`src/rtl/corriente_pkg.sv`:
```
// Shared definitions for the current-setpoint sequencer: step size, ceiling,
// FSM state encoding and the wrap-aware setpoint update.
package corriente_pkg;

  localparam int PASO_CORRIENTE = 50;
  localparam int MAX_CORRIENTE  = 1000;

  typedef enum logic [1:0] {
    IDLE    = 2'b00,
    PASO    = 2'b01,
    ESPERA  = 2'b10,
    REPETIR = 2'b11
  } estado_t;

  typedef enum logic {
    DIR_AUMENTO   = 1'b0,
    DIR_DISMINUYE = 1'b1
  } dir_t;

  // Wrap is decided on the 11-bit value before any add/subtract, so the
  // 10-bit result can never overflow or underflow.
  function automatic logic [9:0] siguiente_corriente(input logic [9:0] actual,
                                                     input dir_t       dir);
    logic [10:0] ext;
    logic [10:0] res;
    ext = {1'b0, actual};
    if (dir == DIR_AUMENTO) begin
      if (ext >= 11'(MAX_CORRIENTE)) res = '0;
      else                           res = ext + 11'(PASO_CORRIENTE);
    end else begin
      if (ext < 11'(PASO_CORRIENTE)) res = 11'(MAX_CORRIENTE);
      else                           res = ext - 11'(PASO_CORRIENTE);
    end
    return res[9:0];
  endfunction

endpackage

```
`src/rtl/antirrebote.sv`:
```
// Button conditioner: 2-flop synchronizer followed by a debouncer that accepts
// a new level only after DEBOUNCE_CYC consecutive stable synchronized cycles.
module antirrebote #(
  parameter int DEBOUNCE_CYC = 1000000
) (
  input  logic clk,
  input  logic reset_n,
  input  logic boton,
  output logic nivel
);

  localparam int CW = (DEBOUNCE_CYC > 1) ? $clog2(DEBOUNCE_CYC) : 1;

  logic [1:0]    sync;
  logic [CW-1:0] cnt;

  // NOTE: sequential state uses non-blocking assignments only; blocking ones
  // here would let sync[1] see this cycle's sync[0] and collapse the chain.
  always_ff @(posedge clk or negedge reset_n) begin
    if (!reset_n) begin
      sync  <= '0;
      cnt   <= '0;
      nivel <= 1'b0;
    end else begin
      sync <= {sync[0], boton};
      if (sync[1] == nivel) begin
        cnt <= '0;
      end else if (cnt == CW'(DEBOUNCE_CYC - 1)) begin
        nivel <= sync[1];
        cnt   <= '0;
      end else begin
        cnt <= cnt + CW'(1);
      end
    end
  end

endmodule

```
`src/rtl/secuenciador_corriente.sv`:
```
// Up/down current-setpoint sequencer driven by two debounced buttons.
// Define SECUENCIADOR_AUTO_REPEAT_EN to build the hold-to-repeat path.
module secuenciador_corriente
  import corriente_pkg::*;
#(
  parameter int DEBOUNCE_CYC = 1000000,
  parameter int REPEAT_CYC   = 25000000
) (
  input  logic       clk,
  input  logic       reset_n,
  input  logic       boton_aumento,
  input  logic       boton_disminuye,
  input  logic       enable,
  output logic [9:0] cant_corriente,
  output logic       cambio,
  output logic       ocupado
);

  logic nivel_a, nivel_d;
  logic prev_a, prev_d;
  logic sube_a, sube_d;

  estado_t estado;
  dir_t    dir;

  antirrebote #(.DEBOUNCE_CYC(DEBOUNCE_CYC)) u_antirrebote_aumento (
    .clk     (clk),
    .reset_n (reset_n),
    .boton   (boton_aumento),
    .nivel   (nivel_a)
  );

  antirrebote #(.DEBOUNCE_CYC(DEBOUNCE_CYC)) u_antirrebote_disminuye (
    .clk     (clk),
    .reset_n (reset_n),
    .boton   (boton_disminuye),
    .nivel   (nivel_d)
  );

  // Edge history runs even while disabled, so a press made with enable low
  // is consumed and never replayed once enable returns.
  assign sube_a = nivel_a & ~prev_a;
  assign sube_d = nivel_d & ~prev_d;

`ifdef SECUENCIADOR_AUTO_REPEAT_EN
  localparam int RW = (REPEAT_CYC > 1) ? $clog2(REPEAT_CYC) : 1;
  logic [RW-1:0] rep_cnt;
  logic          inhibe;
  logic          mantenido;

  assign mantenido = (dir == DIR_AUMENTO) ? (nivel_a & ~nivel_d)
                                          : (nivel_d & ~nivel_a);
`endif

  always_ff @(posedge clk or negedge reset_n) begin
    if (!reset_n) begin
      estado         <= IDLE;
      dir            <= DIR_AUMENTO;
      cant_corriente <= '0;
      cambio         <= 1'b0;
      ocupado        <= 1'b0;
      prev_a         <= 1'b0;
      prev_d         <= 1'b0;
`ifdef SECUENCIADOR_AUTO_REPEAT_EN
      rep_cnt        <= '0;
      inhibe         <= 1'b0;
`endif
    end else begin
      prev_a <= nivel_a;
      prev_d <= nivel_d;
      cambio <= 1'b0;

      if (!enable) begin
        estado  <= IDLE;
        ocupado <= 1'b0;
`ifdef SECUENCIADOR_AUTO_REPEAT_EN
        rep_cnt <= '0;
        inhibe  <= 1'b0;
`endif
      end else begin
        case (estado)
          IDLE: begin
            if (sube_a || sube_d) begin
              ocupado <= 1'b1;
              if (nivel_a && nivel_d) begin
                // Simultaneous buttons: no step, park until both are released.
                estado <= ESPERA;
`ifdef SECUENCIADOR_AUTO_REPEAT_EN
                inhibe <= 1'b1;
`endif
              end else begin
                estado <= PASO;
                dir    <= sube_a ? DIR_AUMENTO : DIR_DISMINUYE;
`ifdef SECUENCIADOR_AUTO_REPEAT_EN
                inhibe <= 1'b0;
`endif
              end
            end
          end

          PASO, REPETIR: begin
            cant_corriente <= siguiente_corriente(cant_corriente, dir);
            cambio         <= 1'b1;
            estado         <= ESPERA;
            ocupado        <= 1'b1;
`ifdef SECUENCIADOR_AUTO_REPEAT_EN
            rep_cnt        <= '0;
`endif
          end

          ESPERA: begin
            if (!nivel_a && !nivel_d) begin
              estado  <= IDLE;
              ocupado <= 1'b0;
`ifdef SECUENCIADOR_AUTO_REPEAT_EN
              inhibe  <= 1'b0;
              rep_cnt <= '0;
`endif
            end
`ifdef SECUENCIADOR_AUTO_REPEAT_EN
            else if (nivel_a && nivel_d) begin
              inhibe  <= 1'b1;
              rep_cnt <= '0;
            end else if (!inhibe && mantenido) begin
              if (rep_cnt == RW'(REPEAT_CYC - 1)) begin
                estado  <= REPETIR;
                rep_cnt <= '0;
              end else begin
                rep_cnt <= rep_cnt + RW'(1);
              end
            end
`endif
          end

          default: begin
            estado  <= IDLE;
            ocupado <= 1'b0;
          end
        endcase
      end
    end
  end

endmodule

```
`config.mk`:
```
export PLATFORM = sky130hd
export DESIGN_NAME = secuenciador_corriente
export DESIGN_NICKNAME = d
export VERILOG_FILES = /design/src/rtl/corriente_pkg.sv /design/src/rtl/antirrebote.sv /design/src/rtl/secuenciador_corriente.sv
export SDC_FILE = /design/constraint.sdc
export NUM_CORES = 1
export LEC_CHECK = 0
export CORE_ASPECT_RATIO = 1.75
export CORE_MARGIN = 10
export CORE_UTILIZATION = 64
export DETAILED_ROUTE_END_ITERATION = 8
export PLACE_DENSITY_LB_ADDON = 0.15
export REMOVE_ABC_BUFFERS = 1
export SKIP_CTS_REPAIR_TIMING = 1
export SLEW_MARGIN = 0
export SYNTH_ARGS = -nofsm -noshare
export SYNTH_HDL_FRONTEND = slang
export SYNTH_SLANG_ARGS = --single-unit
```
`constraint.sdc`:
```
create_clock -name clk -period 3.9 [get_ports clk]
set_input_delay 0.78 -clock clk [delete_from_list [all_inputs] [get_ports clk]]
set_output_delay 0.78 -clock clk [all_outputs]
set_load 0.01 [all_outputs]
```
==> impl_results.md <==
* Sequential Power Share at 0.515
* Crit path buf inv count at 1
* Layout cells sized above 1 at 0.07459
* Number of max-cap violations at 0
* Top cells by area, synth: dfrtp_1, xnor2_1, nor2_1
* Crit-path cells: clkdlybuf4s50_1
* Vias per cell at 6.392
* P&R area growth vs syn at 11.70%
* EDFF count, synth at 0
* Fillers at 358
* Sequential-to-total area share from yosys stat at 0.4789
* Total negative slack at 0 ns
* Async set-or-reset flop fraction in the synthesized netlist at 1.000
* Clock Path Buffers at 2
* First-pass iteration count of the detailed router at 5
* LEAKAGE at 0.001513 µW
* Int Pwr at 1001 µW
* CTS buffer count at 9
* Antenna violations before repair at 0
* Top-area cell type share of the netlist area at 0.4789
* Vias in the first global route at 2622
* RSZ-0062 raised after global routing: false
* Pin count of the biggest net entering global routing at 46
* Io pins at 17
* Post-synth top cells: dfrtp_1, nor2_1, nand2_1
* GRT Residual Overflow at 0
* Slew @ Worst Pin at 1.028 ns
* ANT nets after route at 0
* Cells after Synth at 341
* Sink Count at 62
* Core box area at 4935 µm²
* Mapped Avg Cell Area at 9.500 µm²
* Worst hold-check path type: flip-flop to flip-flop
* Worst VDD drop at 0.3049 mV
* Clk_skew at 0.009390 ns
* WL per Instance at 16.13 µm
* Sw Pwr at 293.9 µW
* Main synth FF type: dfrtp_1
* Global placement routability congestion at 0.9119
* # port buffers at 15
* Diode count at 0
* Headroom to the max-slew limit at 0.3144
* Crit path max fanout at 14
* Clk slew on worst S/H paths at 0.07 ns
* CP max-delay cell: clkdlybuf4s50_1
* Final setup viols at 0
* Synth unique cells at 49
* Status: complete, no violations
* Critical Path Max Stage Delay at 0.63 ns
* DRC at 0
* Final layout net count at 366
* Width of the die at 73.78 µm
* Total wire length at 6.709 mm
* CP Capture Type: output pin
* Row count at 34
* Most common cell in the synthesized netlist: dfrtp_1
* DR iter-0 viols at 257
* Comb pwr share at 0.044
* Arrival time worst endpoint at 1.59 ns
* CTS Root Cell: clkbuf_8
* DP Wirelength at 4.668 mm
* Synth Register Bits at 62
* Final Util at 0.7333
* Period Utilization, post-route at 0.6066
* WP data required at 3.12 ns
* Clk network pwr share at 0.441
* Peak Freq at 422.7 MHz
* H-tree Lvls at 3
* Final Critical Period at 2.366 ns
* Startpoint types: flip-flop
* Kind of critical path: flip-flop to output pin
* Power consumption at 1295 µW
* CP top delay family: buffers and inverters
* Initial core utilization at 0.6564
* Synth warn at 0
* Max Slew Vio Count at 0
* Die ar. at 8419 µm²
* Global-route wire length before repair at 11.54 mm
* Worst skew pair latency at 0.35 ns
* Gr usage total at 0.1680
* PD cells at 358.0 nW/µm²
* Switching part of the total power at 0.2269
* Via count at 2659
* CTS tree: done
* Netlist Area Pre-Place at 3239 µm²
* Die Span Y at 114.1 µm
* Synth area leader: dfrtp_1
* Final hold viol count at 0
==> power groups by stage <==
stage | registers (µW) | clock network, µW | logic (µW)
after floorplan | 677 | 0 | 26.5
after global routing | 668 | 604 | 65.2
after detailed placement | 678 | 0 | 58.1
final | 667 | 571 | 57.2
after global placement | 678 | 0 | 56.9
after CTS | 667 | 581 | 58.5
==> stage by stage <==
step	setup slack, ns	hold WS, ns	area, µm²	instances
floorplan	1.521	0.3312	3186	329
global placement	1.551	0.3326	3418	400
detailed placement	1.508	0.3386	3418	400
CTS	1.549	0.3517	3618	416
global route	1.502	0.3717	3618	416
finish	1.534	0.3500	3618	416
==> cells in the final DEF, fill, tap and decap left out, types with 7 or more instances in the layout <==
cell	instances
dfrtp_1	62
a21oi_1	19
xnor2_1	16
clkbuf_8	11
or4_1	7
nor2_1	37
inv_1	18
xor2_1	11
nand3_1	19
nand2_1	22
o31ai_1	7
o21ai_0	18
or3_1	10
clkdlybuf4s50_1	14
nor3_1	11
==> final timing paths <==
| check | startpoint | depth (start not counted) | slack, ns | endpoint |
|---|---|---|---|---|
| setup / recovery | cant_corriente[4] | 1 | 1.53 | cant_corriente[4] |
| max in group asynchronous | reset_n | 2 | 2.45 | u_antirrebote_aumento.cnt[2] |
| min in group asynchronous | reset_n | 1 | 0.61 | u_antirrebote_aumento.cnt[16] |
| hold / removal | u_antirrebote_aumento.sync[0] | 0 | 0.35 | u_antirrebote_aumento.sync[1] |
| setup reg to reg | u_antirrebote_aumento.cnt[16] | 4 | 1.74 | u_antirrebote_aumento.cnt[7] |
| hold reg to reg | u_antirrebote_aumento.sync[0] | 0 | 0.35 | u_antirrebote_aumento.sync[1] |
==> per-layer routing <==
layer / vias up / track usage / routed length (µm)
met2: 63 / 0.2882 / 3584
met5: - / 0 / 0
li1: 1271 / - / -
met1: 1313 / 0.1849 / 2714
met3: 12 / 0.02517 / 259
met4: 0 / 0.1036 / 150
==> area by class of cell <==
| cell class | count | area, µm² | area share |
|---|---|---|---|
| Timing Repair Buffer | 17 | 160.2 | 0.04426 |
| Sequential cell | 62 | 1551 | 0.4288 |
| Tap cell | 54 | 67.56 | 0.01867 |
| Multi-Input combinational cell | 249 | 1572 | 0.4343 |
| Inverter | 18 | 67.56 | 0.01867 |
| Clock buffer | 12 | 155.1 | 0.04288 |
| Clock inverter | 4 | 45.04 | 0.01245 |
==> logic make-up (layout without fill, tap and decap cells) <==
family	count (synthesis)	count (layout)	synth area share
buffers and inverters	30	51	0.03746
AO/OA/AOI/OAI	70	70	0.1418
adder cells (fa/ha/maj)	4	4	0.01545
flip-flops	62	62	0.4790
multiplexers	2	2	0.006952
other	1	1	0.001158
AND/OR/NAND/NOR	145	145	0.2453
XOR/XNOR	27	27	0.07300
==> state kept, by name, indices dropped and copies added (netlist names) <==
name,count
dir,1
u_antirrebote_disminuye.sync,2
u_antirrebote_disminuye.nivel,1
u_antirrebote_aumento.nivel,1
prev_a,1
prev_d,1
ocupado,1
u_antirrebote_aumento.sync,2
u_antirrebote_aumento.cnt,20
cambio,1
u_antirrebote_disminuye.cnt,20
cant_corriente,9
estado,2
Note: power is estimated with default switching activity, not from simulation.
